[src/rtl/zcu111_axi_led_regs.sv]
// rtl/zcu111_axi_led_regs.sv - AXI4 slave exposing LED, scratch, ID and cycle-counter registers
module zcu111_axi_led_regs #(
  parameter int            ADDR_WIDTH = 40,
  parameter int            ID_WIDTH   = 8,
  parameter logic [7:0]    LED_RESET  = 8'hA5,
  parameter logic [63:0]   BLOCK_ID   = 64'h0000_0000_5A11_0111
) (
  input  logic                  axi_clk,
  input  logic                  axi_rst_n,
  input  logic [ADDR_WIDTH-1:0] s_axi_awaddr,
  input  logic [ID_WIDTH-1:0]   s_axi_awid,
  input  logic [7:0]            s_axi_awlen,
  input  logic [2:0]            s_axi_awsize,
  input  logic [1:0]            s_axi_awburst,
  input  logic                  s_axi_awvalid,
  output logic                  s_axi_awready,
  input  logic [63:0]           s_axi_wdata,
  input  logic [7:0]            s_axi_wstrb,
  input  logic                  s_axi_wlast,
  input  logic                  s_axi_wvalid,
  output logic                  s_axi_wready,
  output logic [ID_WIDTH-1:0]   s_axi_bid,
  output logic [1:0]            s_axi_bresp,
  output logic                  s_axi_bvalid,
  input  logic                  s_axi_bready,
  input  logic [ADDR_WIDTH-1:0] s_axi_araddr,
  input  logic [ID_WIDTH-1:0]   s_axi_arid,
  input  logic [7:0]            s_axi_arlen,
  input  logic [2:0]            s_axi_arsize,
  input  logic [1:0]            s_axi_arburst,
  input  logic                  s_axi_arvalid,
  output logic                  s_axi_arready,
  output logic [63:0]           s_axi_rdata,
  output logic [ID_WIDTH-1:0]   s_axi_rid,
  output logic [1:0]            s_axi_rresp,
  output logic                  s_axi_rlast,
  output logic                  s_axi_rvalid,
  input  logic                  s_axi_rready,
  output logic [7:0]            leds
);

  localparam logic [1:0] RESP_OKAY   = 2'b00;
  localparam logic [1:0] RESP_SLVERR = 2'b10;
  localparam logic [1:0] BURST_FIXED = 2'b00;

  typedef enum logic [1:0] {W_IDLE, W_DATA, W_RESP} w_state_t;
  typedef enum logic       {R_IDLE, R_DATA} r_state_t;

  // Burst-wide error: only size 3 (8 bytes) and FIXED/INCR bursts are supported
  function automatic logic cfg_error(input logic [2:0] size, input logic [1:0] burst);
    return (size != 3'd3) || burst[1];
  endfunction

  w_state_t w_state_q, w_state_d;
  r_state_t r_state_q, r_state_d;
  logic     ready_en_q;

  logic [7:0]  led_q;
  logic [63:0] scratch_q;
  logic [63:0] cnt_q;

  logic [ADDR_WIDTH-1:0] wr_addr;
  logic [ID_WIDTH-1:0]   wr_id;
  logic [7:0]            wr_len, wr_cnt;
  logic                  wr_fixed, wr_cfg_err, wr_err;
  logic                  wr_last_beat, wr_beat_err;
  logic                  aw_hs, w_hs;

  logic [ADDR_WIDTH-1:0] rd_addr, rd_next_addr, rd_load_addr;
  logic [ID_WIDTH-1:0]   rd_id;
  logic [7:0]            rd_len, rd_cnt;
  logic                  rd_fixed, rd_cfg_err, rd_load_cfg_err, rd_load_err;
  logic                  rd_last_beat, ar_hs, r_hs;
  logic [63:0]           rd_load_data;
  logic                  unused_addr_bits;

  assign aw_hs        = s_axi_awvalid && s_axi_awready;
  assign w_hs         = s_axi_wvalid && s_axi_wready;
  assign ar_hs        = s_axi_arvalid && s_axi_arready;
  assign r_hs         = s_axi_rvalid && s_axi_rready;
  assign wr_last_beat = (wr_cnt == wr_len);
  assign wr_beat_err  = wr_cfg_err || (wr_addr[ADDR_WIDTH-1:5] != '0);
  assign rd_last_beat = (rd_cnt == rd_len);
  assign rd_next_addr = rd_fixed ? rd_addr : rd_addr + ADDR_WIDTH'(8);

  assign s_axi_bid   = wr_id;
  assign s_axi_bresp = wr_err ? RESP_SLVERR : RESP_OKAY;
  assign s_axi_rid   = rd_id;
  assign leds        = led_q;

  // Holds off address acceptance until the first edge after reset release
  always_ff @(posedge axi_clk or negedge axi_rst_n) begin
    if (!axi_rst_n) begin
      ready_en_q <= 1'b0;
      w_state_q  <= W_IDLE;
      r_state_q  <= R_IDLE;
    end else begin
      ready_en_q <= 1'b1;
      w_state_q  <= w_state_d;
      r_state_q  <= r_state_d;
    end
  end

  always_comb begin
    w_state_d     = w_state_q;
    s_axi_awready = 1'b0;
    s_axi_wready  = 1'b0;
    s_axi_bvalid  = 1'b0;
    case (w_state_q)
      W_IDLE: begin
        s_axi_awready = ready_en_q;
        if (s_axi_awvalid && ready_en_q) w_state_d = W_DATA;
      end
      W_DATA: begin
        s_axi_wready = 1'b1;
        if (s_axi_wvalid && wr_last_beat) w_state_d = W_RESP;
      end
      W_RESP: begin
        s_axi_bvalid = 1'b1;
        if (s_axi_bready) w_state_d = W_IDLE;
      end
      default: w_state_d = W_IDLE;
    endcase
  end

  always_comb begin
    r_state_d     = r_state_q;
    s_axi_arready = 1'b0;
    s_axi_rvalid  = 1'b0;
    case (r_state_q)
      R_IDLE: begin
        s_axi_arready = ready_en_q;
        if (s_axi_arvalid && ready_en_q) r_state_d = R_DATA;
      end
      R_DATA: begin
        s_axi_rvalid = 1'b1;
        if (s_axi_rready && rd_last_beat) r_state_d = R_IDLE;
      end
      default: r_state_d = R_IDLE;
    endcase
  end

  always_ff @(posedge axi_clk or negedge axi_rst_n) begin
    if (!axi_rst_n) begin
      wr_addr    <= '0;
      wr_id      <= '0;
      wr_len     <= '0;
      wr_cnt     <= '0;
      wr_fixed   <= 1'b0;
      wr_cfg_err <= 1'b0;
      wr_err     <= 1'b0;
    end else if (aw_hs) begin
      wr_addr    <= s_axi_awaddr;
      wr_id      <= s_axi_awid;
      wr_len     <= s_axi_awlen;
      wr_cnt     <= '0;
      wr_fixed   <= (s_axi_awburst == BURST_FIXED);
      wr_cfg_err <= cfg_error(s_axi_awsize, s_axi_awburst);
      wr_err     <= 1'b0;
    end else if (w_hs) begin
      wr_cnt <= wr_cnt + 8'd1;
      if (!wr_fixed) wr_addr <= wr_addr + ADDR_WIDTH'(8);
      wr_err <= wr_err || wr_beat_err || (s_axi_wlast != wr_last_beat);
    end
  end

  always_ff @(posedge axi_clk or negedge axi_rst_n) begin
    if (!axi_rst_n) begin
      led_q     <= LED_RESET;
      scratch_q <= '0;
      cnt_q     <= '0;
    end else begin
      cnt_q <= cnt_q + 64'd1;
      if (w_hs && !wr_beat_err) begin
        case (wr_addr[4:3])
          2'd0: if (s_axi_wstrb[0]) led_q <= s_axi_wdata[7:0];
          2'd1: begin
            for (int b = 0; b < 8; b++) begin
              if (s_axi_wstrb[b]) scratch_q[b*8 +: 8] <= s_axi_wdata[b*8 +: 8];
            end
          end
          default: ;
        endcase
      end
    end
  end

  // The beat being loaded comes from AR while idle, otherwise from the next burst address
  always_comb begin
    rd_load_addr    = rd_next_addr;
    rd_load_cfg_err = rd_cfg_err;
    if (r_state_q == R_IDLE) begin
      rd_load_addr    = s_axi_araddr;
      rd_load_cfg_err = cfg_error(s_axi_arsize, s_axi_arburst);
    end
    rd_load_err  = rd_load_cfg_err || (rd_load_addr[ADDR_WIDTH-1:5] != '0);
    rd_load_data = '0;
    if (!rd_load_err) begin
      case (rd_load_addr[4:3])
        2'd0:    rd_load_data = {56'd0, led_q};
        2'd1:    rd_load_data = scratch_q;
        2'd2:    rd_load_data = BLOCK_ID;
        default: rd_load_data = cnt_q;
      endcase
    end
  end

  assign unused_addr_bits = ^rd_load_addr[2:0];

  always_ff @(posedge axi_clk or negedge axi_rst_n) begin
    if (!axi_rst_n) begin
      rd_addr     <= '0;
      rd_id       <= '0;
      rd_len      <= '0;
      rd_cnt      <= '0;
      rd_fixed    <= 1'b0;
      rd_cfg_err  <= 1'b0;
      s_axi_rdata <= '0;
      s_axi_rresp <= RESP_OKAY;
      s_axi_rlast <= 1'b0;
    end else if (ar_hs) begin
      rd_addr     <= s_axi_araddr;
      rd_id       <= s_axi_arid;
      rd_len      <= s_axi_arlen;
      rd_cnt      <= '0;
      rd_fixed    <= (s_axi_arburst == BURST_FIXED);
      rd_cfg_err  <= rd_load_cfg_err;
      s_axi_rdata <= rd_load_data;
      s_axi_rresp <= rd_load_err ? RESP_SLVERR : RESP_OKAY;
      s_axi_rlast <= (s_axi_arlen == 8'd0);
    end else if (r_hs) begin
      if (rd_last_beat) begin
        s_axi_rlast <= 1'b0;
      end else begin
        rd_addr     <= rd_next_addr;
        rd_cnt      <= rd_cnt + 8'd1;
        s_axi_rdata <= rd_load_data;
        s_axi_rresp <= rd_load_err ? RESP_SLVERR : RESP_OKAY;
        s_axi_rlast <= (rd_cnt + 8'd1 == rd_len);
      end
    end
  end

endmodule

[config.mk]
export PLATFORM = sky130hd
export DESIGN_NAME = zcu111_axi_led_regs
export DESIGN_NICKNAME = d
export VERILOG_FILES = /design/src/rtl/zcu111_axi_led_regs.sv
export SDC_FILE = /design/constraint.sdc
export NUM_CORES = 1
export LEC_CHECK = 0
export CAP_MARGIN = 20
export CORE_MARGIN = 10
export CORE_UTILIZATION = 57
export CTS_CLUSTER_DIAMETER = 200
export DETAILED_ROUTE_END_ITERATION = 10
export PLACE_DENSITY = 0.86
export SYNTH_ARGS = -nofsm -noshare
export SYNTH_HDL_FRONTEND = slang
export SYNTH_SLANG_ARGS = --single-unit
[constraint.sdc]
create_clock -name axi_clk -period 5.6 [get_ports axi_clk]
set_clock_uncertainty 0.1 [all_clocks]
set_input_delay 0.84 -clock axi_clk [delete_from_list [all_inputs] [get_ports axi_clk]]
set_output_delay 0.84 -clock axi_clk [all_outputs]
set_load 0.03 [all_outputs]
**Word level (Yosys, flattened, before mapping)**

Cells that the tools add are included.

- $add $sub $neg: 5
- Multipliers: 0
- Divide/modulo/power cells: 0
- $lt $le $gt $ge: 0
- Eq/ne operators: 16
- Shift operators: 0
- Multiplexer cells: 41
- Bitwise logic cells: 1
- Reductions and logical operators: 38

Operator list:

| operator | number |
|---|---|
| $mux 40 | 8 |
| $mux 64 | 4 |
| $pmux 64 s3 | 1 |
| $add 40x4->40 const B | 2 |
| $reduce_bool 35->1 | 2 |
| $add 64x1->64 const B | 1 |
| $mux 8 | 5 |
| $reduce_and 3->1 | 10 |
| $eq 8x8->1 | 3 |
| $add 8x1->8 const B | 2 |
| $mux 2 | 8 |
| $mux 1 | 13 |
| $logic_not 2->1 | 5 |
| $logic_and 1x1->1 | 9 |
| $logic_not 8->1 | 1 |
| $eq 2x1->1 const B | 3 |
| $logic_or 1x1->1 | 6 |
| $ne 2x2->1 const B | 3 |
| $ne 3x2->1 const B | 2 |
| $pmux 2 s3 | 1 |
| $eq 2x2->1 const B | 2 |
| $ne 2x1->1 const B | 2 |
| $reduce_and 2->1 | 2 |
| $reduce_bool 2->1 | 2 |
| other kinds (4) | 4 |

- Register bits: 340
- Latch bits: 0
- Memory bits (writable): 0
- Bits in read-only memories: 0
- Input port bits: 202
- Logic and storage cells: 130
- Memories kept: 0

**Longest topological paths before layout**

- Depth after elaboration: 9
- Mapped depth: 12
- Mapped depth without buffers: 9

**Worst setup path before layout**

OpenSTA, ideal clock, no wires.

- Kind: flip-flop to flip-flop
- Start: reg rd_addr[3]
- End: reg s_axi_rdata[53]
- Arrival time: 2,947 ps
- Path slack: 2,477 ps
- Stages on the path, launching flop included: 13
- Buffers on the path: 3
- Clock period less this slack: 3,123 ps
- Path through: dfrtp_1 > ha_1 > nand3b_1 > or4_1 > buf_2 > nor4_1 > xor2_1 > nor4_1 > nand4_1 > o22a_1 > buf_6 > buf_6 > o21ai_1

- Word-level cells in the longest chain between the ends: 9
- Elaborated cells on any way between the ends: 13

Ends and longest elaborated chain:

| item | RTL line | text |
|---|---|---|
| start, declared | 69 | `logic [ADDR_WIDTH-1:0] rd_addr, rd_next_addr, rd_load_addr;` |
| start signal, assigned | 222 | `rd_addr <= s_axi_araddr;` |
| start signal, assigned | 235 | `rd_addr <= rd_next_addr;` |
| $add 40x4->40 | 84 | `assign rd_next_addr = rd_fixed ? rd_addr : rd_addr + ADDR_WIDTH'(8);` |
| $mux 40 (*) | 84 |  |
| $mux 40 (*) | 192 | `if (r_state_q == R_IDLE) begin` |
| $reduce_bool 35->1 (tied with other cells) | 196 | `rd_load_err = rd_load_cfg_err \|\| (rd_load_addr[ADDR_WIDTH-1:5] != '0);` |
| $logic_or 1x1->1 / $pmux 64 s3 (equally long branches) | 196, 199 |  |
| $mux 64 (*) | 198 | `if (!rd_load_err) begin` |
| $mux 64 | 232 | `if (rd_last_beat) begin` |
| $mux 64 | 231 | `end else if (r_hs) begin` |
| $mux 64 (*) | 221 | `end else if (ar_hs) begin` |
| end signal, assigned | 228 | `s_axi_rdata <= rd_load_data;` |
| end signal, assigned | 237 | `s_axi_rdata <= rd_load_data;` |
| end, declared | 33 | `output logic [63:0] s_axi_rdata,` |

Mark *: on every way between the ends. The rest lies on a longest branch, timed or not. The select of a mux whose other input is x is not followed.
A chain may end at the register's enable or synchronous reset.

**Worst setup path in the final report**

- Start: reg rd_fixed
- End: reg s_axi_rdata[13]

- Word-level cells in the longest chain between the ends: 8
- Elaborated cells on any way between the ends: 12

Ends and longest elaborated chain:

| item | RTL line | text |
|---|---|---|
| start, declared | 72 | `logic rd_fixed, rd_cfg_err, rd_load_cfg_err, rd_load_err;` |
| start signal, assigned | 226 | `rd_fixed <= (s_axi_arburst == BURST_FIXED);` |
| $mux 40 (*) | 84 |  |
| $mux 40 (*) | 192 |  |
| $reduce_bool 35->1 (tied with other cells) | 196 |  |
| $logic_or 1x1->1 / $pmux 64 s3 (equally long branches) | 196, 199 |  |
| $mux 64 (*) | 198 |  |
| $mux 64 | 232 |  |
| $mux 64 | 231 |  |
| $mux 64 (*) | 221 |  |

Marked as above.

==> flow_metrics.tcl <==
set metrics [dict create \
    cp_num_buf_inv 0 \
    min_period_over_period 0.786 \
    r2r_slack_ns 1.20 \
    maxCapViolations 0 \
    yosys.cell_count.top_type "dfrtp_1" \
    p_leak_nw 8.93 \
    antenna_found_initial 4 \
    cpLargestDelayFamily "simple AND/OR/NAND/NOR gates" \
    cp-start-kind "flip-flop" \
    peakVddDrop_v 0.000325 \
    drc 0 \
    boundaryPins 300 \
    ys_types 68 \
    grt_pass1_wl_mm 76.4 \
    synthTopCellsByCount "329 x dfrtp_1, 299 x nand2_1, 128 x nor2_1, 106 x o21ai_0, 87 x xnor2_1" \
    power.internal_mw 5.29 \
    synthCells 1646 \
    cts_setup_buffers 0 \
    synth_edf_count 0 \
    pwr-share-seq 0.393 \
    slowest_delay_ns 0.96 \
    placed_cells 2252 \
    routed_wl_mm 47.4 \
    vias_per_cell 5.91 \
    grt_usage 0.261 \
    p_sw_frac 0.373 \
    p_per_area_nw_per_um2 409 \
    cts_resized 0 \
    root_buffer "clkbuf_16" \
    wl_per_cell_um 20.4 \
    vias 13700 \
    clock_power_share 0.278 \
    synth-compound-area-share 0.0919 \
    path_clk_slew_ns 0.06 \
    dieArea_um2 35700 \
    drt-pass1-iter-count 7 \
    port_buffers 291 \
    fin_util 0.738 \
    fin_nets 2122 \
    async_reset_ff_frac 1.00 \
    cp.arrival_ns 4.74 \
    die_y_um 189 \
    numCtsBuffers 37 \
    netlist_area_um2 16300 \
    synth_xor_xnor_area_share 0.0771 \
    drive_above_1_share 0.0851 \
    critPathMaxFanout 49 \
    p_comb_frac 0.329 \
    dominantRegCellSynth "dfrtp_1" \
    worst_pin_slew_ns 1.03 \
    rr_endpoint "s_axi_rdata[13]" \
    first_global_vias 14100 \
    syn_area_per_cell_um2 9.87 \
    cp_cell_sequence "nand4b_1 > nor4_2 > and4_1 > o211ai_1 > nor4_1 > nand4_1 > o22a_2 > o21ai_0" \
    end_kind "flip-flop" \
    yosys-top-cells-area "dfrtp_1 51%, nand2_1 6.9%, mux2_2 5.1%" \
    die_x_um 189 \
    yosys.area_share.simple 0.200 \
    clock_latency_ns 0.54 \
    synthMuxAreaShare 0.0882 \
    antenna_left 0 \
    final.setup.tns_ns 0 \
    yosysWarnings 0 \
    ys_seq_elements 333 \
    cpMaxStageDelayCell "nor4_2" \
    synth_top_family_by_area "simple AND/OR/NAND/NOR gates" \
    hp-class "input port to asynchronous set/reset pin" \
    core_area_um2 27900 \
    grt_setup_unrepaired "false" \
    finalHoldViolCount 0 \
    synth_largest_area_cell "dfrtp_1" \
    r2r_start "rd_fixed" \
    gp_congestion 0.940 \
    crit_required_ns 5.93 \
    crit_path_end "s_axi_rdata[13]" \
    drt_iter0_markers 1246 \
    htreeDepth 2 \
    synth_top_area_frac 0.507 \
    yosysSeqAreaShare 0.513 \
    areaGrowthSynthToFinish_pct 26.9 \
    slew_violations 0 \
    cts_hold_buf 0 \
    placementRows 61 \
    place.detailed.hpwl_mm 33.1 \
    cts_tree "done" \
    min_period_ns 4.40 \
    clock-sinks 333 \
    ctsLongestPathBuffers 3 \
    switching_power_mw 3.14 \
    start_util 0.582 \
    synth_fa_ha_area_frac 0.00539 \
    status "complete, no violations" \
    setup_viol 0 \
    startpoint "rd_fixed" \
    crit_cells 8 \
    max_freq_mhz 227 \
    fin_cells 2319 \
    grt_max_degree 122 \
    rr_worst_depth 8 \
    grt_overflow 0 \
    critPathKind "flip-flop to flip-flop" \
    relSlewSlack 0.314 \
]
-- layout by cell type, fill, tap and decap left out, types with 5 or more instances in the layout --
cell type        synthesis  layout
dfrtp_1                329     329
nand2_1                299     298
clkdlybuf4s50_1          0     290
nor2_1                 128     126
o21ai_0                106     106
xnor2_1                 87      87
nand3_1                 73      73
mux2_2                  73      73
mux2i_1                 61      61
xor2_1                  56      56
nand4_1                 38      38
clkbuf_16                0      37
a21oi_1                 37      36
nor4_1                  29      29
and3_1                  25      25
nor3_1                  24      24
inv_1                   17      17
and4_1                  17      17
or3_1                   15      15
a22o_1                  15      15
a211oi_1                14      14
o21ai_1                 11      11
buf_4                    3      10
clkbuf_1                53       9
and2_1                   9       8
or4_1                    7       7
ha_1                     7       7
clkinv_2                 0       7
o31ai_1                  6       6
o22a_1                   7       6
a311oi_1                 6       6
nand2b_1                 5       5
-- worst register-to-register path: stages, from the launching register on --
cell and delay [ns]:
dfrtp_1 0.55, nand4b_1 0.65, nor4_2 0.97, and4_1 0.31, o211ai_1 0.10, nor4_1 0.33
nand4_1 0.29, o22a_2 0.64, o21ai_0 0.37
-- metrics by stage --
stage	cell area (µm²)	power (mW)	worst slack, ns	hold WS (ns)
6_report	20600	8.44	1.20	0.237
5_1_grt	20600	8.89	0.847	0.322
4_1_cts	20600	8.46	1.24	0.304
3_5_place_dp	19400	6.08	1.28	0.361
3_3_place_gp	19400	6.02	1.39	0.357
2_1_floorplan	16300	5.18	2.48	0.341
-- worst min path at each step --
stage | from | cells after the start | slack [ns] | to
global placement | s_axi_bid[1] | 2 | 0.36 | s_axi_bid[1]
finish | axi_rst_n | 1 | 0.24 | rd_len[5]
CTS | axi_rst_n | 1 | 0.30 | s_axi_rid[7]
floorplan | cnt_q[63] | 1 | 0.34 | cnt_q[63]
global route | axi_rst_n | 1 | 0.32 | rd_len[6]
detailed placement | s_axi_bid[6] | 2 | 0.36 | s_axi_bid[6]
-- sequential cells by signal (all words and copies together) (netlist names), 2 cells and up --
| signal | count |
|---|---|
| s_axi_rid | 8 |
| rd_cnt | 8 |
| cnt_q | 64 |
| wr_len | 8 |
| scratch_q | 64 |
| wr_cnt | 8 |
| leds | 8 |
| w_state_q | 2 |
| s_axi_bid | 8 |
| rd_addr | 37 |
| rd_len | 8 |
| wr_addr | 37 |
| s_axi_rdata | 64 |
-- power by group through the flow --
stage | clock (mW) | sequential, mW | combinational, mW
4_1_cts | 2.38 | 3.30 | 2.78
3_3_place_gp | 0 | 3.31 | 2.70
3_5_place_dp | 0 | 3.34 | 2.75
5_1_grt | 2.48 | 3.38 | 3.03
6_report | 2.34 | 3.32 | 2.77
2_1_floorplan | 0 | 3.26 | 1.92
-- per-layer routing --
| layer | global-route usage | routed length, µm | up-vias |
|---|---|---|---|
| li1 | - | - | 6302 |
| met1 | 0.326 | 19000 | 6772 |
| met2 | 0.435 | 23600 | 533 |
| met3 | 0.0538 | 3180 | 99 |
| met4 | 0.103 | 1550 | 2 |
| met5 | 0 | 18 | - |
-- area by class of cell --
| cell class | count | area [µm²] |
|---|---|---|
| diodes | 3 | 7.51 |
| multi-input cells | 1222 | 7560 |
| clock buffers | 50 | 1010 |
| flip-flops and latches | 333 | 8340 |
| well taps | 378 | 473 |
| repair buffers | 302 | 3010 |
| fillers | 1951 | 7310 |
| clock inverters | 14 | 156 |
| inverters | 17 | 63.8 |
-- kinds of logic (layout without fill, tap and decap cells) --
| kind of cell | Yosys count | in the layout |
|---|---|---|
| and+or+nand+nor | 695 | 695 |
| DFF | 333 | 333 |
| AOI/OAI and AO/OA | 240 | 240 |
| xor gates and xnor gates | 143 | 143 |
| muxes | 134 | 134 |
| buffers and inverters | 92 | 383 |
| adders and majority gates | 7 | 7 |
| other | 2 | 6 |
Note: power is estimated with default switching activity, not from simulation.
